**src/rtl/sr_bank_ctrl.sv**
```systemverilog
// Round-robin sequencer for a bank of clocked SR flops: grants one of two requesters,
// pulses a single s or r bit, then verifies the flop's q feedback and reports completion.
module sr_bank_ctrl #(
    parameter int unsigned N_FLAGS = 8,
    parameter int unsigned IDX_W   = 3
) (
    input  logic                 clk,
    input  logic                 rst_n,
    input  logic [1:0]           req_valid,
    output logic [1:0]           req_ready,
    input  logic [2*IDX_W-1:0]   req_idx,
    input  logic [1:0]           req_op,
    output logic [N_FLAGS-1:0]   sr_s,
    output logic [N_FLAGS-1:0]   sr_r,
    input  logic [N_FLAGS-1:0]   sr_q,
    output logic                 done,
    output logic                 err,
    output logic                 gnt_id
);

    localparam logic [1:0] StIdle  = 2'd0;
    localparam logic [1:0] StDrive = 2'd1;
    localparam logic [1:0] StCheck = 2'd2;

    logic [1:0]         state_q, state_d;
    logic               rr_q, rr_d;
    logic [IDX_W-1:0]   idx_q, idx_d;
    logic               op_q, op_d;
    logic               gid_q, gid_d;
    logic               rng_err_q, rng_err_d;
    logic [N_FLAGS-1:0] sr_s_q, sr_s_d;
    logic [N_FLAGS-1:0] sr_r_q, sr_r_d;
    logic               done_q, done_d;
    logic               err_q, err_d;
    logic               gnt_id_q, gnt_id_d;

    logic               sel;
    logic [IDX_W-1:0]   acc_idx;
    logic               acc_op;
    logic               acc_in_range;
    logic               accept;
    logic [N_FLAGS-1:0] one_hot;
    logic [N_FLAGS-1:0] q_shift;

    // A lone requester always wins; on contention the round-robin pointer decides.
    always_comb begin
        if (req_valid == 2'b10) begin
            sel = 1'b1;
        end else if (req_valid == 2'b01) begin
            sel = 1'b0;
        end else begin
            sel = rr_q;
        end
        acc_idx      = sel ? req_idx[2*IDX_W-1:IDX_W] : req_idx[IDX_W-1:0];
        acc_op       = req_op[sel];
        acc_in_range = 32'(acc_idx) < N_FLAGS;
        one_hot      = {{(N_FLAGS-1){1'b0}}, 1'b1} << acc_idx;
        q_shift      = sr_q >> idx_q;
        if (rst_n && (state_q == StIdle) && (|req_valid)) begin
            req_ready = sel ? 2'b10 : 2'b01;
        end else begin
            req_ready = 2'b00;
        end
        accept = |(req_valid & req_ready);
    end

    always_comb begin
        state_d   = state_q;
        rr_d      = rr_q;
        idx_d     = idx_q;
        op_d      = op_q;
        gid_d     = gid_q;
        rng_err_d = rng_err_q;
        sr_s_d    = '0;
        sr_r_d    = '0;
        done_d    = 1'b0;
        err_d     = 1'b0;
        gnt_id_d  = gnt_id_q;
        case (state_q)
            StIdle: begin
                if (accept) begin
                    rr_d  = ~sel;
                    idx_d = acc_idx;
                    op_d  = acc_op;
                    gid_d = sel;
                    if (acc_in_range) begin
                        // Pulse is registered here so it appears for exactly the DRIVE cycle.
                        state_d   = StDrive;
                        rng_err_d = 1'b0;
                        if (acc_op) begin
                            sr_s_d = one_hot;
                        end else begin
                            sr_r_d = one_hot;
                        end
                    end else begin
                        state_d   = StCheck;
                        rng_err_d = 1'b1;
                    end
                end
            end
            StDrive: begin
                state_d = StCheck;
            end
            StCheck: begin
                done_d   = 1'b1;
                err_d    = rng_err_q | (q_shift[0] != op_q);
                gnt_id_d = gid_q;
                state_d  = StIdle;
            end
            default: begin
                state_d = StIdle;
            end
        endcase
    end

    always_ff @(posedge clk) begin
        if (!rst_n) begin
            state_q   <= StIdle;
            rr_q      <= 1'b0;
            idx_q     <= '0;
            op_q      <= 1'b0;
            gid_q     <= 1'b0;
            rng_err_q <= 1'b0;
            sr_s_q    <= '0;
            sr_r_q    <= '0;
            done_q    <= 1'b0;
            err_q     <= 1'b0;
            gnt_id_q  <= 1'b0;
        end else begin
            state_q   <= state_d;
            rr_q      <= rr_d;
            idx_q     <= idx_d;
            op_q      <= op_d;
            gid_q     <= gid_d;
            rng_err_q <= rng_err_d;
            sr_s_q    <= sr_s_d;
            sr_r_q    <= sr_r_d;
            done_q    <= done_d;
            err_q     <= err_d;
            gnt_id_q  <= gnt_id_d;
        end
    end

    assign sr_s   = sr_s_q;
    assign sr_r   = sr_r_q;
    assign done   = done_q;
    assign err    = err_q;
    assign gnt_id = gnt_id_q;

endmodule

```
**config.mk**
```make
export PLATFORM = sky130hd
export DESIGN_NAME = sr_bank_ctrl
export DESIGN_NICKNAME = d
export VERILOG_FILES = /design/src/rtl/sr_bank_ctrl.sv
export SDC_FILE = /design/constraint.sdc
export NUM_CORES = 1
export LEC_CHECK = 0
export BUFFER_PORTS_ARGS = -buffer_cell sky130_fd_sc_hd__buf_2
export CORE_MARGIN = 5
export CORE_UTILIZATION = 46
export CTS_CLUSTER_SIZE = 25
export DETAILED_ROUTE_END_ITERATION = 12
export PLACE_DENSITY = 0.76
export SLEW_MARGIN = 5
export SYNTH_ARGS = -nofsm -noshare
export SYNTH_HDL_FRONTEND = slang
export SYNTH_SLANG_ARGS = --single-unit
```
**constraint.sdc**
```tcl
create_clock -name clk -period 1.7 [get_ports clk]
set_clock_uncertainty 0.15 [all_clocks]
set_input_delay 0.17 -clock clk [delete_from_list [all_inputs] [get_ports clk]]
set_output_delay 0.17 -clock clk [all_outputs]
set_load 0.05 [all_outputs]
```
Yosys cells after proc, flatten, opt, wreduce, memory -nomap -nowiden. Cells that the tools add are included.

Flip-flop bits (word level): 27. Output and inout bits: 21.

Shifts and indexed selects: 2. Eq/ne operators: 6. $lt $le $gt $ge: 1. Reductions and logical operators: 9. Multiplexer cells: 10. Bitwise operators: 5.

Operators with widths (number): $shl A1 B3 Y8 const A (1); $shr A8 B3 Y1 (1); $mux W2 (3); $mux W1 (5); $eq A2 B1 Y1 const B (2); $eq A2 B2 Y1 const B (2); $not A1 Y1 (4); $pmux W2 S2 (1); $reduce_and A2 Y1 (2); $reduce_and A4 Y1 (1); $reduce_or A2 Y1 (2); $reduce_or A4 Y1 (1); $mux W3 (1); $and A2 B2 Y2 (1); $logic_and A1 B1 Y1 (2); $logic_not A2 Y1 (1); $lt A1 B2 Y1 const B (1); $ne A2 B2 Y1 const B (1); $ne A1 B1 Y1 (1).

Longest topological paths before layout.
Depth in word-level cells: 9. Mapped depth: 5. Gate-level depth less buffers: 5.

Worst setup path before layout. No wires, ideal clock.

Path type: flip-flop to output port. From: register state_q[0]. To: output port req_ready[0]. Slack: -68 ps. Arrival: 1448 ps. Cell stages (with the launch flop): 4. Required time: 1380 ps. Path buffers: 0. Cell sequence: dfxtp_1 -> nor3b_4 -> nand2_1 -> a21oi_1.

Cells in the longest elaborated chain, start to end: 4.

RTL lines: start: declaration (line 25) `logic [1:0] state_q, state_d;`; start signal: assignment (line 118) `state_q <= StIdle;`; start signal: assignment (line 130) `state_q <= state_d;`; $logic_not A2 Y1 (line 59) `if (rst_n && (state_q == StIdle) && (|req_valid)) begin`; $logic_and A1 B1 Y1 (2 in a row) (line 59); $mux W2 (line 59); end: declaration (line 10) `output logic [1:0] req_ready,`.

Every way passes these cells.

Worst setup path after layout. Same ends and word-level chain as after synthesis.

==> run_summary.xml <==
<?xml version="1.0" encoding="UTF-8"?>
<metrics>
  <group name="global_route">
    <metric name="use_met1" unit="">0.177</metric>
    <metric name="antenna_found_initial" unit="">0</metric>
    <metric name="busiest_layer" unit="">met2</metric>
    <metric name="global_route.overflow_total" unit="">0</metric>
    <metric name="first_pass_grt_wire_length" unit="mm">3.86</metric>
    <metric name="largest_net_degree_at_the_start_of_global_routing" unit="">17</metric>
    <metric name="gr-usage-all-layers" unit="">0.149</metric>
    <metric name="grt_pass1_vias" unit="">893</metric>
    <metric name="met3_usage" unit="">0.0134</metric>
    <metric name="global_routing_usage_on_met2" unit="">0.245</metric>
  </group>
  <group name="sta">
    <metric name="max_slew.worst_pin.slew" unit="ns">0.701</metric>
    <metric name="final_min_period_over_clock_period" unit="">1.03</metric>
    <metric name="final_hold_viol_count" unit="">0</metric>
    <metric name="unrepaired_setup_endpoints_after_global_routing" unit="">yes</metric>
    <metric name="maxSlewViolCount" unit="">0</metric>
    <metric name="fmaxAchievable" unit="MHz">571</metric>
    <metric name="setup_violations" unit="">2</metric>
    <metric name="slew_headroom" unit="">0.533</metric>
    <metric name="final_period_minus_worst_setup_slack" unit="ns">1.75</metric>
    <metric name="final_critical_path_setup_slack" unit="ns">-0.0511</metric>
  </group>
  <group name="power">
    <metric name="power.density" unit="nW/µm²">821</metric>
    <metric name="ir_drop" unit="mV">0.638</metric>
    <metric name="total_power" unit="mW">1.33</metric>
    <metric name="leakage" unit="nW">0.665</metric>
  </group>
  <group name="cts">
    <metric name="htree_num_levels" unit="">1</metric>
    <metric name="cts_bufs_inserted" unit="">3</metric>
    <metric name="cts_tree" unit="">yes</metric>
    <metric name="deepest_clock_path_buffer_count" unit="">2</metric>
    <metric name="cts_root_buffer" unit="">sky130_fd_sc_hd__clkbuf_4</metric>
    <metric name="clk_pin_slew" unit="ns">0.14</metric>
    <metric name="cts.sink_count" unit="">27</metric>
    <metric name="clock_latency" unit="ns">0.33</metric>
  </group>
  <group name="die">
    <metric name="start_util" unit="">0.480</metric>
    <metric name="io_pins" unit="">41</metric>
    <metric name="floorplan.die.height" unit="µm">57.8</metric>
    <metric name="fp-row-count" unit="">17</metric>
    <metric name="floorplan.die_area" unit="µm²">3340</metric>
    <metric name="core" unit="µm²">2190</metric>
    <metric name="floorplan.die.width" unit="µm">57.8</metric>
  </group>
  <group name="worst_hold_path">
    <metric name="hold_startpoint" unit="">req_idx[1]</metric>
    <metric name="hold_path.class" unit="">primary input to flop</metric>
  </group>
  <group name="setup_path">
    <metric name="critical_path.n_buffers_inverters" unit="">2</metric>
    <metric name="timing.critical_path.arrival" unit="ns">1.43</metric>
    <metric name="cp_data_required_time" unit="ns">1.38</metric>
    <metric name="startpoint_type" unit="">flop</metric>
    <metric name="critPathKind" unit="">flop to output pin</metric>
    <metric name="cp-end-kind" unit="">output pin</metric>
    <metric name="crit_chain" unit="">nor3b_4 &gt; buf_6 &gt; nand2_4 &gt; a21oi_2 &gt; buf_6</metric>
    <metric name="reg_to_reg_setup_timing_slack" unit="ns">0</metric>
    <metric name="worst_r2r_startpoint" unit="">state_q[0]</metric>
    <metric name="cp_slowest_cell" unit="">sky130_fd_sc_hd__dfxtp_2</metric>
    <metric name="cp_top_family" unit="">flip-flops</metric>
    <metric name="critical_path_peak_fanout" unit="">3</metric>
    <metric name="critical-path-max-stage-delay" unit="ns">0.36</metric>
    <metric name="critical_path.most_common_cell" unit="">sky130_fd_sc_hd__buf_6</metric>
    <metric name="critical_path.startpoint" unit="">state_q[0]</metric>
  </group>
  <group name="outcome">
    <metric name="violations" unit="">negative setup slack</metric>
    <metric name="outcome" unit="">complete, but fails checks</metric>
  </group>
  <group name="detailed_routing">
    <metric name="first_iter_violations" unit="">17</metric>
    <metric name="ant_nets" unit="">0</metric>
    <metric name="drt_pre_antenna_iters" unit="">4</metric>
    <metric name="route.detailed.drc" unit="">0</metric>
    <metric name="vias" unit="">1033</metric>
    <metric name="drt-wirelength-per-cell" unit="µm">17.0</metric>
    <metric name="routed_wirelength" unit="mm">3.10</metric>
    <metric name="avgViaCountPerCell" unit="">5.64</metric>
  </group>
  <group name="logic_synthesis">
    <metric name="synth_seq_cells" unit="">27</metric>
    <metric name="synth-seq-area-share" unit="">0.514</metric>
    <metric name="yosysTopAreaCellShare" unit="">0.514</metric>
    <metric name="yosys.area.top_type" unit="">sky130_fd_sc_hd__dfxtp_1</metric>
    <metric name="ys_dominant_reg_cell" unit="">sky130_fd_sc_hd__dfxtp_1</metric>
    <metric name="synthesis.instances" unit="">100</metric>
    <metric name="synth_nets" unit="">120</metric>
    <metric name="ys_top_cells_by_area" unit="">sky130_fd_sc_hd__dfxtp_1, sky130_fd_sc_hd__nor4_1, sky130_fd_sc_hd__mux2i_1, sky130_fd_sc_hd__o211ai_1, sky130_fd_sc_hd__a21oi_1</metric>
    <metric name="post_synth_num_cell_types" unit="">30</metric>
    <metric name="synth-warning-count" unit="">0</metric>
    <metric name="synth-edff-count" unit="">0</metric>
    <metric name="avgSynthCellArea" unit="µm²">10.5</metric>
    <metric name="synth.cell_area" unit="µm²">1050</metric>
    <metric name="synthArstFlopShare" unit="">0</metric>
  </group>
  <group name="job">
    <metric name="cap_violations" unit="">0</metric>
  </group>
  <group name="cells_and_area">
    <metric name="post_route_cells_drive_above_1_share" unit="">0.587</metric>
    <metric name="nets" unit="">176</metric>
    <metric name="num_antenna_cells" unit="">0</metric>
    <metric name="synthToLayoutAreaGrowth" unit="%">53.9</metric>
    <metric name="instances_no_fill" unit="">183</metric>
  </group>
  <group name="placed_design">
    <metric name="place_congestion" unit="">0.788</metric>
    <metric name="io_buffers" unit="">40</metric>
    <metric name="numPlacedInstances" unit="">171</metric>
    <metric name="dp_hpwl" unit="mm">1.79</metric>
  </group>
</metrics>
power by group:
part	leakage (nW)	internal, mW	switching (mW)	total (mW)
Sequential	0.220	0.658	0.0173	0.675
Clock	0.0139	0.0905	0.201	0.291
Combinational	0.431	0.135	0.227	0.362
sequential cells by signal, indices dropped and copies added, names as in the netlist:
signal   count
op_q         1
rr_q         1
gnt_id       1
gid_q        1
done         1
err          1
sr_s         8
state_q      2
sr_r         8
idx_q        3
final timing paths:
check,endpoint,depth (start not counted)
setup / recovery,req_ready[0],5
hold / removal,idx_q[1],3
setup reg to reg,sr_r[5],6
hold reg to reg,op_q,2
layout make-up:
class                      instances  area (µm²)
clock buffer                       3        22.5
clock inverter                     1        7.51
fill                             149         573
inverter                           5        18.8
multi-input combinational         66         669
sequential                        27         544
tap                               28        35.0
timing repair buffer              53         320
cells by family after synthesis:
family	Yosys count	synth area share
and+or+nand+nor	35	0.207
DFF	27	0.514
AOI/OAI and AO/OA	21	0.136
muxes	8	0.0964
buffers and inverters	8	0.0381
xor gates and xnor gates	1	0.00833
cells in the mapped netlist, types with 2 or more instances:
| library cell | instances |
|---|---|
| sky130_fd_sc_hd__dfxtp_1 | 27 |
| sky130_fd_sc_hd__nor4_1 | 16 |
| sky130_fd_sc_hd__a21oi_1 | 5 |
| sky130_fd_sc_hd__inv_1 | 5 |
| sky130_fd_sc_hd__mux2i_1 | 5 |
| sky130_fd_sc_hd__nand2_1 | 5 |
| sky130_fd_sc_hd__o211ai_1 | 5 |
| sky130_fd_sc_hd__nor2_1 | 3 |
| sky130_fd_sc_hd__o21a_1 | 3 |
| sky130_fd_sc_hd__o21ai_1 | 3 |
| sky130_fd_sc_hd__and2_1 | 2 |
| sky130_fd_sc_hd__buf_2 | 2 |
| sky130_fd_sc_hd__nor2b_1 | 2 |
worst min-delay path: cells and delay by family:
kind | cells | cell delay, ns
buffers and inverters | 1 | 0.11
AOI/OAI and AO/OA | 2 | 0.22
per-stage QoR:
| step | TNS, ns | util | worst slack (ns) | hold slack [ns] | cell area [µm²] |
|---|---|---|---|---|---|
| after CTS | -0.0266 | 0.646 | -0.0134 | 0.0269 | 1420 |
| after global placement | 0 | 0.600 | 0.0314 | 0.294 | 1310 |
| after global routing | -0.470 | 0.738 | -0.0963 | 0.0405 | 1620 |
| after floorplan | 0 | - | 0.0351 | 0.136 | 1050 |
| after detailed placement | -0.0121 | 0.600 | -0.0121 | 0.291 | 1310 |
| final | -0.0970 | 0.738 | -0.0511 | 0.0488 | 1620 |
layout by cell type (no fill, tap or decap), drive strengths merged, types with 2 or more instances in the layout:
cell,synthesis,routed
nor2,3,3
nor4,16,16
o211ai,5,5
inv,5,5
mux2i,6,6
buf,3,52
dfxtp,27,27
o21a,3,3
clkbuf,0,3
nor2b,3,3
nand3,2,3
o21ai,4,4
nor3b,2,2
a21oi,5,5
nand2,5,5
and2,2,2
what timing repair did:
item,in CTS,in global routing
buffers inserted,4,2
cloned,0,1
hold buffers,1,0
resized for setup,10,33
hold endpoints to repair,2,0
endpoints found under the setup margin,2,17
pin swaps,2,9
layer usage:
layer | share of wire | vias up
met1 | 0.39 | 490
met2 | 0.51 | 52
met5 | 0 | -
li1 | - | 482
met4 | 0.032 | 0
met3 | 0.064 | 9
No activity file was read; power rests on OpenSTA's default activity.
